[src/rtl/bcrypt_core_rx_if.sv]
// Shared control-code package and the 10-bit bcrypt_data -> core bus interface.
package bcrypt_core_rx_pkg;
  localparam logic [1:0] CTRL_IDLE       = 2'd0;
  localparam logic [1:0] CTRL_INIT_START = 2'd1;
  localparam logic [1:0] CTRL_DATA_START = 2'd2;
  localparam logic [1:0] CTRL_END        = 2'd3;
endpackage

interface bcrypt_core_rx_if;
  logic [7:0] din;
  logic [1:0] ctrl;

  modport master (output din, output ctrl);
  modport slave  (input  din, input  ctrl);
endinterface

[src/rtl/bcrypt_core_rx.sv]
// Per-core bus receiver: reassembles little-endian words from the byte bus and
// writes INIT (P/S) or DATA blocks into core memory, with sticky framing errors.
module bcrypt_core_rx
  import bcrypt_core_rx_pkg::*;
#(
  parameter int P_WORDS = 30,
  parameter int S_WORDS = 1024,
  parameter int D_WORDS = 31,
  parameter int S_BASE  = 1024,
  parameter int D_BASE  = 32,
  parameter int ADDR_W  = 11
) (
  input  logic              CLK,
  input  logic              RST_N,
  bcrypt_core_rx_if.slave   bus,
  input  logic              core_busy,
  output logic              mem_wr_en,
  output logic [ADDR_W-1:0] mem_addr,
  output logic [31:0]       mem_wdata,
  output logic              init_loaded,
  output logic              init_done,
  output logic              data_done,
  output logic [2:0]        error
);

  typedef enum logic [1:0] {
    ST_IDLE,
    ST_RX_INIT,
    ST_RX_DATA,
    ST_ERROR
  } state_t;

  localparam logic [ADDR_W-1:0] INIT_LAST = ADDR_W'(P_WORDS + S_WORDS - 1);
  localparam logic [ADDR_W-1:0] DATA_LAST = ADDR_W'(D_WORDS - 1);

  state_t            state;
  logic [1:0]        byte_cnt;
  logic [ADDR_W-1:0] word_cnt;
  logic [23:0]       word_reg;
  logic              init_pend;
  logic              data_pend;

  logic [ADDR_W-1:0] wr_addr_c;
  logic              last_word_c;
  logic [31:0]       word_c;
  logic              is_start_c;
  logic              is_end_c;

  // NOTE: every always_comb output gets a default first so no path leaves it
  // unassigned and a latch can never be inferred.
  always_comb begin
    wr_addr_c   = '0;
    last_word_c = 1'b0;
    word_c      = {bus.din, word_reg};
    is_start_c  = (bus.ctrl == CTRL_INIT_START) || (bus.ctrl == CTRL_DATA_START);
    is_end_c    = (bus.ctrl == CTRL_END);
    if (state == ST_RX_INIT) begin
      last_word_c = (word_cnt == INIT_LAST);
      if (word_cnt < ADDR_W'(P_WORDS))
        wr_addr_c = word_cnt;
      else
        wr_addr_c = ADDR_W'(S_BASE) + (word_cnt - ADDR_W'(P_WORDS));
    end else begin
      last_word_c = (word_cnt == DATA_LAST);
      wr_addr_c   = ADDR_W'(D_BASE) + word_cnt;
    end
  end

  // NOTE: all registered state uses non-blocking assignments so every flop
  // samples pre-edge values regardless of statement order.
  always_ff @(posedge CLK or negedge RST_N) begin
    if (!RST_N) begin
      state       <= ST_IDLE;
      byte_cnt    <= '0;
      word_cnt    <= '0;
      word_reg    <= '0;
      init_pend   <= 1'b0;
      data_pend   <= 1'b0;
      mem_wr_en   <= 1'b0;
      mem_addr    <= '0;
      mem_wdata   <= '0;
      init_loaded <= 1'b0;
      init_done   <= 1'b0;
      data_done   <= 1'b0;
      error       <= '0;
    end else begin
      mem_wr_en <= 1'b0;
      // Done pulses trail the final write by one cycle.
      init_done <= init_pend;
      data_done <= data_pend;
      init_pend <= 1'b0;
      data_pend <= 1'b0;

      unique case (state)
        ST_IDLE: begin
          byte_cnt <= '0;
          word_cnt <= '0;
          unique case (bus.ctrl)
            CTRL_INIT_START: state <= ST_RX_INIT;
            CTRL_DATA_START: begin
              if (init_loaded && !core_busy) begin
                state <= ST_RX_DATA;
              end else begin
                error[2] <= 1'b1;
                state    <= ST_ERROR;
              end
            end
            CTRL_END: begin
              error[2] <= 1'b1;
              state    <= ST_ERROR;
            end
            default: ;
          endcase
        end

        ST_RX_INIT, ST_RX_DATA: begin
          if (is_start_c) begin
            error[1] <= 1'b1;
            state    <= ST_ERROR;
          end else if (byte_cnt != 2'd3) begin
            word_reg <= {bus.din, word_reg[23:8]};
            byte_cnt <= byte_cnt + 2'd1;
            if (is_end_c) begin
              error[0] <= 1'b1;
              state    <= ST_ERROR;
            end
          end else begin
            byte_cnt <= '0;
            // END must coincide exactly with the last byte of the last word;
            // early END or running past the last word are both length errors.
            if (is_end_c != last_word_c) begin
              error[0] <= 1'b1;
              state    <= ST_ERROR;
            end else begin
              mem_wr_en <= 1'b1;
              mem_addr  <= wr_addr_c;
              mem_wdata <= word_c;
              word_cnt  <= word_cnt + 1'b1;
              if (is_end_c) begin
                state <= ST_IDLE;
                if (state == ST_RX_INIT) begin
                  init_pend   <= 1'b1;
                  init_loaded <= 1'b1;
                end else begin
                  data_pend <= 1'b1;
                end
              end
            end
          end
        end

        default: ;
      endcase
    end
  end

endmodule

[src/flat_wrapper.sv]
// flat-port wrapper written by rule: the top's interface ports become plain ports
module bcrypt_core_rx_flat import bcrypt_core_rx_pkg::*;
#(
  parameter int P_WORDS = 30,
  parameter int S_WORDS = 1024,
  parameter int D_WORDS = 31,
  parameter int S_BASE  = 1024,
  parameter int D_BASE  = 32,
  parameter int ADDR_W  = 11
)
  (CLK, RST_N, core_busy, mem_wr_en, mem_addr, mem_wdata, init_loaded, init_done, data_done, error, bus_din, bus_ctrl);
  bcrypt_core_rx_if bus_i ();
  input  logic CLK;
  input  logic RST_N;
  input  logic core_busy;
  output logic mem_wr_en;
  output logic [ADDR_W-1:0] mem_addr;
  output logic [31:0] mem_wdata;
  output logic init_loaded;
  output logic init_done;
  output logic data_done;
  output logic [2:0] error;
  input wire logic [$bits(bus_i.din)-1:0] bus_din;
  input wire logic [$bits(bus_i.ctrl)-1:0] bus_ctrl;
  assign bus_i.din = bus_din;
  assign bus_i.ctrl = bus_ctrl;
  bcrypt_core_rx #(.P_WORDS(P_WORDS), .S_WORDS(S_WORDS), .D_WORDS(D_WORDS), .S_BASE(S_BASE), .D_BASE(D_BASE), .ADDR_W(ADDR_W)) u_core (.CLK(CLK), .RST_N(RST_N), .bus(bus_i), .core_busy(core_busy), .mem_wr_en(mem_wr_en), .mem_addr(mem_addr), .mem_wdata(mem_wdata), .init_loaded(init_loaded), .init_done(init_done), .data_done(data_done), .error(error));
endmodule
[config.mk]
export PLATFORM = sky130hd
export DESIGN_NAME = bcrypt_core_rx_flat
export DESIGN_NICKNAME = d
export VERILOG_FILES = /design/src/rtl/bcrypt_core_rx_if.sv /design/src/rtl/bcrypt_core_rx.sv /design/src/flat_wrapper.sv
export SDC_FILE = /design/constraint.sdc
export NUM_CORES = 1
export LEC_CHECK = 0
export ABC_AREA = 1
export ABC_CLOCK_PERIOD_IN_PS = 1750
export CAP_MARGIN = 5
export CORE_ASPECT_RATIO = 1.2
export CORE_MARGIN = 2
export CORE_UTILIZATION = 48
export CTS_CLUSTER_DIAMETER = 150
export DETAILED_ROUTE_END_ITERATION = 7
export PLACE_DENSITY_LB_ADDON = 0.25
export REMOVE_ABC_BUFFERS = 1
export SLEW_MARGIN = 15
export SYNTH_ARGS = -nofsm -noshare
export SYNTH_HDL_FRONTEND = slang
export SYNTH_SLANG_ARGS = --single-unit
[constraint.sdc]
create_clock -name CLK -period 1.75 [get_ports CLK]
set_input_delay 0.175 -clock CLK [delete_from_list [all_inputs] [get_ports CLK]]
set_output_delay 0.175 -clock CLK [all_outputs]
set_load 0.1 [all_outputs]
Word level (Yosys, flattened, before mapping)
Index checks and enable logic that the tools add are counted.
Cells by class
  equality and inequality tests: 17
  bitwise operators: 3
  magnitude comparators: 1
  shift operators: 0
  multiply operators: 0
  muxes and demuxes: 39
  add/sub/neg operators: 5
  divide/modulo/power cells: 0
  reductions and logical operators: 17
Operators with widths (count)
  $mux W11: 5
  $mux W1: 22
  $pmux W11 S2: 1
  $reduce_and A4 Y1: 4
  $mux W2: 7
  $add A11 B1 Y11 const B: 1
  $add A11 B11 Y11 const A: 1
  $add A6 B11 Y11 const A: 1
  $eq A11 B11 Y1 const B: 1
  $eq A11 B5 Y1 const B: 1
  $lt A11 B5 Y1 const B: 1
  $sub A11 B5 Y11 const B: 1
  $ne A2 B2 Y1 const B: 5
  $ne A4 B1 Y1 const B: 2
  $pmux W2 S2: 2
  $eq A2 B2 Y1 const B: 3
  $pmux W2 S3: 1
  $reduce_and A3 Y1: 2
  $reduce_and A6 Y1: 1
  $reduce_bool A2 Y1: 3
  $eq A2 B1 Y1 const B: 2
  $ne A4 B2 Y1 const B: 1
  $reduce_and A2 Y1: 2
  $not A1 Y1: 3
  other kinds (9): 9
Word-level totals
  output and inout port bits: 50
  logic and storage cells: 97
  RAM bits: 0
  ROM bits: 0
  memories: 0
  input bits: 13
  bits in latches: 0
  register bits after elaboration: 91

Logic depth before layout (Yosys ltp)
Gate-level depths: netlist of run 1.
  depth in word-level cells: 7
  depth in mapped cells: 14
  mapped depth without buffers: 14

Least setup slack after synthesis of run 1
No wires, ideal clock.
  path type: register to register
  from: reg u_core.state[0]
  to: reg u_core.byte_cnt[0]
  data arrival time: 1.628 ns
  required time: 1.618 ns
  slack: -0.010 ns
  cell stages (with the launch flop): 9
  setup time: 0.132 ns
  period minus slack after synthesis: 1.760 ns
  cells stage by stage: dfrtp_1 inv_1 ha_1 inv_2 nor2_2 nand2_1 clkbuf_1 clkbuf_1 o21ai_0
On the way
  longest elaborated chain between the ends: 4
  elaborated cells on any way between the ends: 8
  those cells by class: eq/ne: 3; mux: 1; reduce/logical: 4
Ends and longest elaborated chain
  start: declaration: RTL line bcrypt_core_rx.sv:36  | state_t state;
  start signal: assignment: RTL line bcrypt_core_rx.sv:73  | state <= ST_IDLE;
  start signal: assignment: RTL line bcrypt_core_rx.sv:99  | CTRL_INIT_START: state <= ST_RX_INIT;
  start signal: assignment: RTL line bcrypt_core_rx.sv:102  | state <= ST_RX_DATA;
  $eq A2 B2 Y1 / $eq A2 B1 Y1 (equally long branches): RTL line bcrypt_core_rx.sv:94  | unique case (state)
  $reduce_or A2 Y1: RTL line bcrypt_core_rx.sv:94
  $ne A2 B2 Y1 (no line) / $reduce_bool A2 Y1 (equally long branches)
  $reduce_and A2 Y1 (no line)
  end signal: assignment: RTL line bcrypt_core_rx.sv:122  | byte_cnt <= byte_cnt + 2'd1;
  end: declaration: RTL line bcrypt_core_rx.sv:37  | logic [1:0] byte_cnt;
Several ways; a longest one is shown, not always the timed one.
A chain may end at the register's enable or synchronous reset.

Final worst setup path of run 1
  from: reg u_core.word_cnt[0]
  to: reg u_core.word_cnt[8]
On the way
  longest elaborated chain between the ends: 5
  elaborated cells on any way between the ends: 11
  those cells by class: add/sub: 1; eq/ne: 4; mux: 5; reduce/logical: 1
Ends and longest elaborated chain
  start: declaration: RTL line bcrypt_core_rx.sv:38  | logic [ADDR_W-1:0] word_cnt;
  start signal: assignment: RTL line bcrypt_core_rx.sv:138  | word_cnt <= word_cnt + 1'b1;
  $add A11 B1 Y11, or another cell as far along: RTL line bcrypt_core_rx.sv:138
  $mux W11 / $mux W1 (equally long branches): RTL line bcrypt_core_rx.sv:131, bcrypt_core_rx.sv:57
  $mux W11 / $ne A1 B1 Y1 (equally long branches): RTL line bcrypt_core_rx.sv:120, bcrypt_core_rx.sv:131
  $mux W11 / $ne A2 B2 Y1 (equally long branches)
  $pmux W11 S2 / $reduce_and A4 Y1 (equally long branches)
Several ways; a longest one is shown, not always the timed one. The select of a mux whose other input is x is not followed.

==> summary.txt, run 1 <==
STA
  – Setup WS post-layout: -0.0451 ns
  – Final Skew: approximately 0.016 ns
  – Relative slew slack: ~65%
  – Worst slew pin tran: about 0.52 ns
  – Tmin final: approximately 1.8 ns
  – Fin Hold WS: 0.352 ns
  – Final period util: 103%
  – Final setup TNS: -0.234 ns
  – Max Clk Rate: ~560 MHz
  – Final hold vios: 0
  – Final setup violation count: 14
  – RSZ-0062 raised after global routing: true
  – Fin. max-slew vios: 0

CTS
  – Max Buffers Root-to-Sink: 2
  – Clock sink total: around 90
  – Clock root buffer master: clkbuf_8
  – CTS tree: done
  – Reg clk slew, reported paths: ~0.11 ns
  – # H-tree levels: 3
  – CTS buffer count: 9
  – Worst-Skew Late Latency: approximately 0.37 ns

Worst setup path
  – Worst R2R Start: u_core.word_cnt[0]
  – Worst-path fanout max: 4
  – R2r endpoint: u_core.word_cnt[8]
  – Worst Path Arrival: between 2 and 2.5 ns
  – Crit path capture type: register
  – Worst endpoint required time: a little over 2 ns
  – Critical path launch point type: register
  – Reg2Reg Depth: 10
  – CP Class: reg2reg
  – Reg2reg setup slack: -0.05 ns

Logic synthesis
  – Cell variety after synth: 31
  – Synth warn: 0
  – Compound-Gate Fraction of Synth Area: between 10% and 20%
  – Post-synthesis xor/xnor area fraction: 2.35%
  – Largest family of logic cells by synthesized area: simple AND/OR/NAND/NOR gates
  – Post-Synth Adder-Cell Area: about 4.3%
  – Simple-gate share of the synthesized area: 20.0%
  – Seq/Total Area, Yosys: 55.5%
  – Syn_area_per_cell: a little under 9 um^2
  – Cells after Synth: 466
  – #FFs+latches synth: about 90
  – Synth Cell Area: between 0.004 and 0.005 mm^2
  – Mux share of post-synthesis cell area: 0%

Die
  – Core ar.: approximately 0.008 mm^2
  – # rows: 36
  – I/O Pins: 63
  – Die height: around 110 um
  – Die W: roughly 88 um
  – Die area: between 0.009 and 0.01 mm^2
  – Initial Utilization: around 50%

Finish
  – NumNets Final: 608
  – Max FFs per register: 32
  – Fin cells: 700
  – Area grow syn2layout: 36.8%
  – Diodes inserted: 0
  – Layout cell share with drive strength beyond 1: 28.8%
  – Post-layout util: 68.5%

Power
  – P_leak: about 2.9 nW
  – Power Total: 9.61 mW
  – VDD IR max: about 1.4 mV
  – Power density over the cells: ~1700 mW/mm^2

Global routing
  – Pin count of the biggest net entering global routing: just over 90
  – First-pass GRT wire length: around 15000 um
  – Initial antenna violation count: 0
  – Total global routing overflow: 0
  – Vias in the first global route: ~3200
  – Gr usage total: about a fifth

Route
  – DR vias: between 3000 and 4000
  – DRC Markers: 0
  – Final WL: approximately 9500 um
  – DR pass1 iterations: 5
  – Antenna-violating nets left: 0
  – Average vias per placed instance: 4.98
  – Initial DRC Count: around 180
  – Drt wl/cell: about 14 um

Placement
  – Hpwl dp: 5840 um
  – GP Congestion: between 0.8 and 0.9
  – Port bufs: 62
  – Dpl cells: about 670

Status
  – Status: complete, but fails checks
  – Violated checks: setup timing

Run
  – Max Cap Viol: 0

Worst hold path
  – HP Class: in2async
-- layout make-up --
class	count	area, um^2
clock buffer	10	138
clock inverter	6	56.3
fill	669	2580
inverter	57	221
multi-input combinational	304	1720
sequential	91	2280
tap	114	143
timing repair buffer	118	1060
-- cell families after synthesis --
kind of cell	after synthesis
AO/OA/AOI/OAI	82
flip-flops	91
AND/OR/NAND/NOR	195
XOR/XNOR	11
adder cells (fa/ha/maj)	14
buffers and inverters	73
-- report_power, final --
part	switching, mW	internal (mW)
Combinational	3.71	1.42
Sequential	0.356	2.71
Clock	0.838	0.586
-- through the flow --
step | cell area [um^2] | setup WS, ns
final | 5620 | -0.0451
after floorplan | 4010 | -0.314
after global routing | 5620 | -0.176
after global placement | 5020 | -0.221
after CTS | 5310 | 0.000972
after detailed placement | 5020 | -0.242
-- metal layers --
layer | up-vias | track usage [%] | share of wire [%]
met5 | - | 0 | 0
met4 | 0 | 5.41 | 2.6
met3 | 25 | 5.40 | 5.4
met2 | 91 | 31.8 | 50
met1 | 1660 | 26.5 | 42
li1 | 1712 | - | -
-- synth_stat cells --
library cell	n	area, um^2
inv_2	4	15.0
nor2_1	17	63.8
and3_1	1	6.26
nand2_2	2	12.5
nand2_4	1	11.3
a211oi_1	1	7.51
inv_1	53	199
a31o_2	1	8.76
xnor2_1	1	8.76
o21ai_0	56	280
o22ai_1	6	37.5
nand4_1	4	25.0
nand2_1	141	529
nor2_4	3	33.8
xor2_1	10	87.6
o211ai_1	1	7.51
clkbuf_1	6	22.5
or2_1	2	12.5
ha_1	14	175
o21ai_1	9	45.0
buf_6	2	22.5
nand3_1	19	95.1
a31oi_1	2	12.5
nor2_2	2	12.5
nand3b_1	1	7.51
dfrtp_1	91	2280
buf_2	5	25.0
a21oi_1	5	25.0
buf_4	3	22.5
a21o_1	1	7.51
nor3_1	2	10.0
-- cell usage in the layout (no fill, tap or decap), types with 11 or more instances in the layout --
cell type	Yosys	layout
o21ai_1	9	21
clkdlybuf4s50_1	0	11
inv_1	53	47
nor2_1	17	13
nand2_1	141	132
o21ai_0	56	41
nand3_1	19	18
buf_4	3	94
dfrtp_1	91	91
-- worst max-delay path: stages (launching register included) --
cell and delay, ns:
dfrtp_1 0.44, buf_4 0.16, buf_4 0.14, ha_1 0.22, nand2_1 0.12, nor2_2 0.06
inv_2 0.10, nor2_1 0.06, a211oi_1 0.23, nand2_1 0.13, o21ai_2 0.08
-- how the worst max path moves through the flow --
stage / slack (ns) / to / cells after the start / startpoint
final: -0.05 / u_core.word_cnt[8] / 10 / u_core.word_cnt[0]
after detailed placement: -0.24 / u_core.init_loaded / 10 / bus_ctrl[1]
after global placement: -0.22 / u_core.init_loaded / 10 / bus_ctrl[0]
after global routing: -0.18 / u_core.mem_wdata[18] / 12 / u_core.word_cnt[1]
after CTS: 0.001 / u_core.word_cnt[4] / 12 / u_core.state[1]
after floorplan: -0.31 / u_core.word_cnt[0] / 11 / u_core.state[0]
-- what timing repair did --
item,4_1_cts,5_1_grt
hold buffers,1,0
setup buffers,6,7
setup endpoints to repair,26,61
gates resized for setup,5,58
gates cloned,1,3
endpoints found under the hold margin,91,0
pin swaps,5,4
No activity file was read; power rests on OpenSTA's default activity.
==> run 2, diff against run 1 <==
Settings changed: PLACE_DENSITY set to 0.75, PLACE_DENSITY_LB_ADDON 0.25 to not set.
==> run 2 against run 1 <==
The flow still finishes with violations (setup timing). Power down 0.53%. Core utilization up 0.89 points. Sequential share of layout area down 0.52 points. Cell count unchanged. Maximum frequency down 2.9%. Register-to-register slack worse by 0.05 ns. Via count up 0.26%. Worst setup slack worse by 0.053 ns. Critical path depth down 1. Sequential cell count unchanged.
==> summary.txt, run 2 (synthesized netlist as in run 1, its figures left out) <==
STA
  – Fin. max-slew vios: 0 (unchanged)
  – Relative slew slack: 69.7% (+4.3 points)
  – Final period util: 106% (+3.0 points)
  – Max Clk Rate: 541 MHz (-2.9%)
  – Worst slew pin tran: 0.454 ns (-0.0624 ns)
  – RSZ-0062 raised after global routing: true
  – Tmin final: 1.85 ns (+0.0529 ns)
  – Setup WS post-layout: -0.0981 ns (-0.0529 ns)
  – Final setup violation count: 57 (+43)
  – Final Skew: 0.00985 ns (-0.00567 ns)
  – Final hold vios: 0 (unchanged)

CTS
  – Clock sink total: 91 (unchanged)
  – Worst-Skew Late Latency: 0.36 ns (about the same)
  – Reg clk slew, reported paths: 0.10 ns (about the same)
  – # H-tree levels: 3 (unchanged)
  – Max Buffers Root-to-Sink: 2 (unchanged)
  – CTS buffer count: 9 (unchanged)
  – Clock root buffer master: clkbuf_8
  – CTS tree: done

Die
  – Die area: 0.00931 mm^2 (unchanged)
  – I/O Pins: 63 (unchanged)
  – Die height: 105 um (unchanged)
  – # rows: 36 (unchanged)
  – Die W: 88.4 um (unchanged)
  – Core ar.: 0.00820 mm^2 (unchanged)
  – Initial Utilization: 50.1% (unchanged)

Finish
  – NumNets Final: 608 (unchanged)
  – Layout cell share with drive strength beyond 1: 32.1% (+3.2 points)
  – Diodes inserted: 0 (unchanged)
  – Max FFs per register: 32 (unchanged)
  – Most common cell after layout, fill and taps aside: nand2_1
  – Design Area, Final: 0.00569 mm^2 (+1.3%)
  – Area grow syn2layout: 38.5%
  – Most frequent cells in the layout: 107 x nand2_1, 91 x dfrtp_1, 88 x buf_4
  – Fin cells: 700 (unchanged)

Route
  – Average vias per placed instance: 5.00 (+0.26%)
  – Antenna-violating nets left: 0 (unchanged)
  – Final WL: 10100 um (+6.9%)
  – DR pass1 iterations: 5 (unchanged)
  – Drt wl/cell: 14.4 um (+6.9%)
  – Initial DRC Count: 131 (-28%)
  – DRC Markers: 0 (unchanged)
  – DR vias: 3497 (+0.26%)

Worst setup path
  – Crit path capture type: register
  – Critical path launch point type: register
  – Worst endpoint required time: 2.03 ns (-0.02 ns)
  – CP Class: reg2reg
  – Worst Path Arrival: 2.12 ns (+0.03 ns)
  – Worst-path fanout max: 4 (unchanged)

Power
  – P_leak: 2.92 nW (+1.4%)
  – Power Total: 9.56 mW (-0.53%)
  – VDD IR max: 1.53 mV (+6.9%)
  – Power density over the cells: 1680 mW/mm^2 (-1.8%)

Worst hold path
  – HP Class: in2async

Status
  – Status: complete, but fails checks
  – Violated checks: setup timing

Placement
  – Dpl cells: 667 (+0.15%)
  – Dpl ws: -0.230 ns (+0.0112 ns)
  – GP Congestion: 0.877 (-2.2%)
  – Hpwl dp: 6020 um (+3.1%)
  – Port bufs: 62 (unchanged)
  – Area post-placement: 0.00501 mm^2 (-0.35%)

Global routing
  – Vias in the first global route: 3259 (+1.3%)
  – First-pass GRT wire length: 14700 um (-1.2%)
  – Pin count of the biggest net entering global routing: 57 (-38%)
  – Gr usage total: 19.6% (-0.27 points)
  – Total global routing overflow: 0 (unchanged)
  – Initial antenna violation count: 0 (unchanged)

Run
  – Max Cap Viol: 0 (unchanged)
run 2: changes by cell type in the layout (fill, tap and decap cells not counted), sizes merged:
cell	before	now
clkinv	2	1
buf	104	101
inv	60	61
clkbuf	12	15
run 2: what timing repair did:
item,CTS,global route
hold buffers,1,0
resized for setup,1,97
cloned,0,10
pin swaps,0,12
buffers inserted,0,6
endpoints found under the hold margin,32,0
setup endpoints to repair,1,80
run 2: path summary, 6_finish.rpt:
path,from,endpoint,slack (ns),cells past startpoint
max,u_core.word_cnt[1],u_core.word_cnt[5],-0.1,9
min,RST_N,u_core.init_loaded,0.29,2
max reg2reg,u_core.word_cnt[1],u_core.word_cnt[5],-0.1,9
min reg2reg,u_core.init_pend,u_core.init_done,0.36,0
max in group asynchronous,RST_N,u_core.word_reg[6],0.93,3
min in group CLK,u_core.init_pend,u_core.init_done,0.36,0
run 2: metrics by stage:
| step | util (%) | hold WS [ns] | TNS, ns |
|---|---|---|---|
| 2_1_floorplan | - | -0.121 | -13.62 |
| 3_3_place_gp | 61.1 | 0.152 | -10.31 |
| 3_5_place_dp | 61.1 | 0.151 | -12.37 |
| 4_1_cts | 63.6 | 0.295 | 0 |
| 5_1_grt | 69.4 | 0.328 | -8.82 |
| 6_report | 69.4 | 0.287 | -3.33 |
run 2: layout make-up:
class / instances / area, um^2
fill: 637 / 2510
multi-input combinational: 304 / 1740
clock inverter: 6 / 56.3
clock buffer: 10 / 138
sequential: 91 / 2280
tap: 114 / 143
inverter: 57 / 221
timing repair buffer: 118 / 1110
run 2: power by group:
group / total, mW / leakage (nW) / switching (mW) / internal [mW]
Sequential: 3.12 / 1.19 / 0.409 / 2.71
Clock: 1.41 / 0.0973 / 0.824 / 0.588
Combinational: 5.03 / 1.63 / 3.66 / 1.37
run 2: per-layer routing:
layer  global-route usage, %  share of wire, %  routed length (um)
met1                    26.3                43                4400
met2                    30.9                51                5180
met3                    6.58               4.8                 482
met4                    4.22              0.53                  54
met5                       0                 0                   0
run 2: critical path, cell delays in order, from the launching register on:
cell,delay [ns]
dfrtp_1,0.43
buf_4,0.14
ha_2,0.16
nand3_1,0.08
nand2_1,0.09
nand4_1,0.18
nand2_4,0.20
nand2_4,0.12
buf_4,0.18
o22ai_1,0.17
==> run 3, diff against run 2 <==
Settings changed: CELL_PAD_IN_SITES_DETAIL_PLACEMENT set to 1, CELL_PAD_IN_SITES_GLOBAL_PLACEMENT set to 2, CORE_UTILIZATION 48 to 29, PLACE_DENSITY 0.75 to not set, PLACE_DENSITY_LB_ADDON set to 0.1.
==> run 3 against run 2 <==
The flow still finishes with violations (setup timing). Clock skew decreased by 0.0029 ns. Global-route usage shrank 5.0 points. Sequential share of layout area shrank 1.7 points. Count of clock-buffer cells in the layout increased by 1. Via count is 2.4% lower. Sequential power is essentially flat. Critical path depth up 3. Largest cell class unchanged. Hold slack gained 0.062 ns. Routed wire length rose by 13%.
==> summary.txt, run 3 (synthesized netlist as in run 1, its figures left out) <==
Placement
  – Dpl cells: 730 (+9.4%)
  – GP Congestion: 0.778 (-11%)
  – Port bufs: 62 (unchanged)
  – Hpwl dp: 7300 um (+21%)
  – Area post-placement: 0.00525 mm^2 (+4.8%)

Global routing
  – Met3 usage: 4.16% (-2.4 points)
  – Gr usage total: 14.6% (-5.0 points)
  – First-pass GRT wire length: 17700 um (+21%)
  – Initial antenna violation count: 0 (unchanged)
  – GR Util met1: 18.5% (-7.8 points)
  – Most used routing layer: met2
  – Vias in the first global route: 3583 (+9.9%)
  – Total global routing overflow: 0 (unchanged)
  – Pin count of the biggest net entering global routing: 92 (+61%)
  – Grt met2 use: 24.1% (-6.8 points)

Die
  – Core ar.: 0.0138 mm^2 (+69%)
  – Initial Utilization: 29.7% (-20 points)
  – I/O Pins: 63 (unchanged)
  – Die W: 113 um (+27%)
  – Die area: 0.0151 mm^2 (+62%)
  – # rows: 47 (+31%)
  – Die height: 134 um (+28%)

Power
  – Clk pwr share: 18.4% (+3.6 points)
  – Seq pwr share: 30.3% (-2.3 points)
  – P_leak: 3.01 nW (+2.9%)
  – Combinational power share: 51.3% (-1.3 points)
  – Power density over the cells: 1720 mW/mm^2 (+2.1%)
  – VDD IR max: 1.04 mV (-32%)
  – Net Sw Frac: 48.8% (-2.3 points)
  – Internal Power: 5.22 mW (+12%)
  – Switching pwr: 4.98 mW (+1.9%)

Finish
  – Fin cells: 759 (+8.4%)
  – Post-layout util: 43.0% (-26 points)
  – Max FFs per register: 32 (unchanged)
  – Diodes inserted: 0 (unchanged)
  – Most frequent cells in the layout: 129 x nand2_1, 89 x dfrtp_1, 87 x buf_4
  – NumNets Final: 610 (+0.33%)
  – Design Area, Final: 0.00595 mm^2 (+4.6%)
  – Most common cell after layout, fill and taps aside: nand2_1
  – Area grow syn2layout: 44.9%
  – Layout cell share with drive strength beyond 1: 29.8% (-2.3 points)

STA
  – Final Skew: 0.00694 ns (-0.00291 ns)
  – Final setup TNS: -0.0773 ns (+3.25 ns)
  – Worst slew pin tran: 0.509 ns (+0.0549 ns)
  – Max Clk Rate: 567 MHz (+4.9%)
  – Final setup violation count: 11 (-81%)
  – Final hold vios: 0 (unchanged)
  – Fin. max-slew vios: 0 (unchanged)
  – Tmin final: 1.76 ns (-0.0855 ns)
  – RSZ-0062 raised after global routing: true
  – Relative slew slack: 66.1% (-3.7 points)
  – Final period util: 101% (-4.9 points)
  – Fin Hold WS: 0.349 ns (+0.0620 ns)
  – Setup WS post-layout: -0.0126 ns (+0.0855 ns)

Worst hold path
  – HP Class: reg2reg

Route
  – DR pass1 iterations: 4 (-1)
  – Average vias per placed instance: 4.50 (-10%)
  – DRC Markers: 0 (unchanged)
  – Initial DRC Count: 123 (-6.1%)
  – Antenna-violating nets left: 0 (unchanged)
  – Drt wl/cell: 15.0 um (+3.8%)
  – Final WL: 11400 um (+13%)
  – DR vias: 3413 (-2.4%)

Worst setup path
  – Worst endpoint required time: 1.98 ns (-0.05 ns)
  – Worst Path Arrival: 1.99 ns (-0.13 ns)
  – Crit path capture type: register
  – Worst-path fanout max: 10 (+6)
  – Critical path launch point type: register
  – CP Class: reg2reg

CTS
  – Clock sink total: 91 (unchanged)
  – Max Buffers Root-to-Sink: 2 (unchanged)
  – Clock root buffer master: clkbuf_16
  – CTS buffer count: 9 (unchanged)
  – # H-tree levels: 3 (unchanged)
  – Reg clk slew, reported paths: 0.07 ns (-0.03 ns)
  – CTS tree: done
  – Worst-Skew Late Latency: 0.35 ns (about the same)

Run
  – Max Cap Viol: 0 (unchanged)

Status
  – Status: complete, but fails checks
  – Violated checks: setup timing
## run 3: cell count changes in the layout (fill, tap and decap cells not counted), moves of 3 or more
| cell | before | now |
|---|---|---|
| buf_8 | 5 | 1 |
| o21ai_1 | 27 | 13 |
| nand2_1 | 107 | 129 |
| nand2_4 | 8 | 4 |
| clkbuf_8 | 10 | 1 |
| o22ai_1 | 6 | 2 |
| inv_8 | 3 | 0 |
| buf_12 | 3 | 15 |
| buf_6 | 4 | 1 |
| o21ai_0 | 33 | 48 |
| o22ai_2 | 0 | 4 |
| nand2_2 | 30 | 9 |
| clkbuf_16 | 5 | 14 |
## run 3: worst paths after layout
path | slack (ns) | endpoint | depth (start not counted) | start
max | -0.01 | u_core.mem_wdata[16] | 12 | u_core.word_cnt[1]
min | 0.35 | u_core.data_done | 0 | u_core.data_pend
max reg2reg | -0.01 | u_core.mem_wdata[16] | 12 | u_core.word_cnt[1]
min reg2reg | 0.35 | u_core.data_done | 0 | u_core.data_pend
max in group asynchronous | 0.94 | u_core.word_cnt[0] | 3 | RST_N
min in group asynchronous | 0.43 | u_core.error[2] | 3 | RST_N
## run 3: routing by layer
| layer | up-vias | wire length (um) |
|---|---|---|
| met5 | - | 0 |
| met4 | 0 | 151 |
| met3 | 8 | 376 |
| met2 | 38 | 5690 |
| met1 | 1657 | 5160 |
| li1 | 1710 | - |
## run 3: stage by stage
stage | setup WS, ns | total power [mW]
global placement | -0.211 | 7.85
detailed placement | -0.268 | 7.92
finish | -0.0126 | 10.2
global route | -0.132 | 10.8
floorplan | -0.314 | 6.40
CTS | -0.0281 | 9.93
## run 3: layout make-up
cell class / instances / area (um^2)
fillers: 1601 / 7870
flip-flops and latches: 91 / 2280
multi-input cells: 303 / 1740
repair buffers: 121 / 1220
clock buffers: 11 / 243
inverters: 57 / 216
well taps: 171 / 214
clock inverters: 5 / 35.0
## run 3: power by group through the flow
stage               Combinational [mW]  Clock [mW]  Sequential [mW]
floorplan                         1.15           0             5.26
global placement                  4.76           0             3.09
detailed placement                4.81           0             3.11
CTS                               4.91        1.95             3.08
global route                      5.63        2.02             3.18
finish                            5.24        1.88             3.09
## run 3: critical path: stages (launching register included)
cell and delay [ns]:
dfrtp_1 0.43, inv_2 0.10, ha_4 0.13, nand2_2 0.05
inv_2 0.05, nand2_2 0.04, nand2_2 0.08, nand4_1 0.16
nand2_4 0.18, nand2_8 0.11, clkbuf_16 0.18, nand2_1 0.06
o21ai_0 0.07
## run 3: repair_timing
action	CTS	global route
endpoints found under the setup margin	33	60
resized for setup	6	55
hold buffers	1	0
cloned	0	7
buffers inserted	3	2
pin swaps	3	9
hold endpoints to repair	91	0
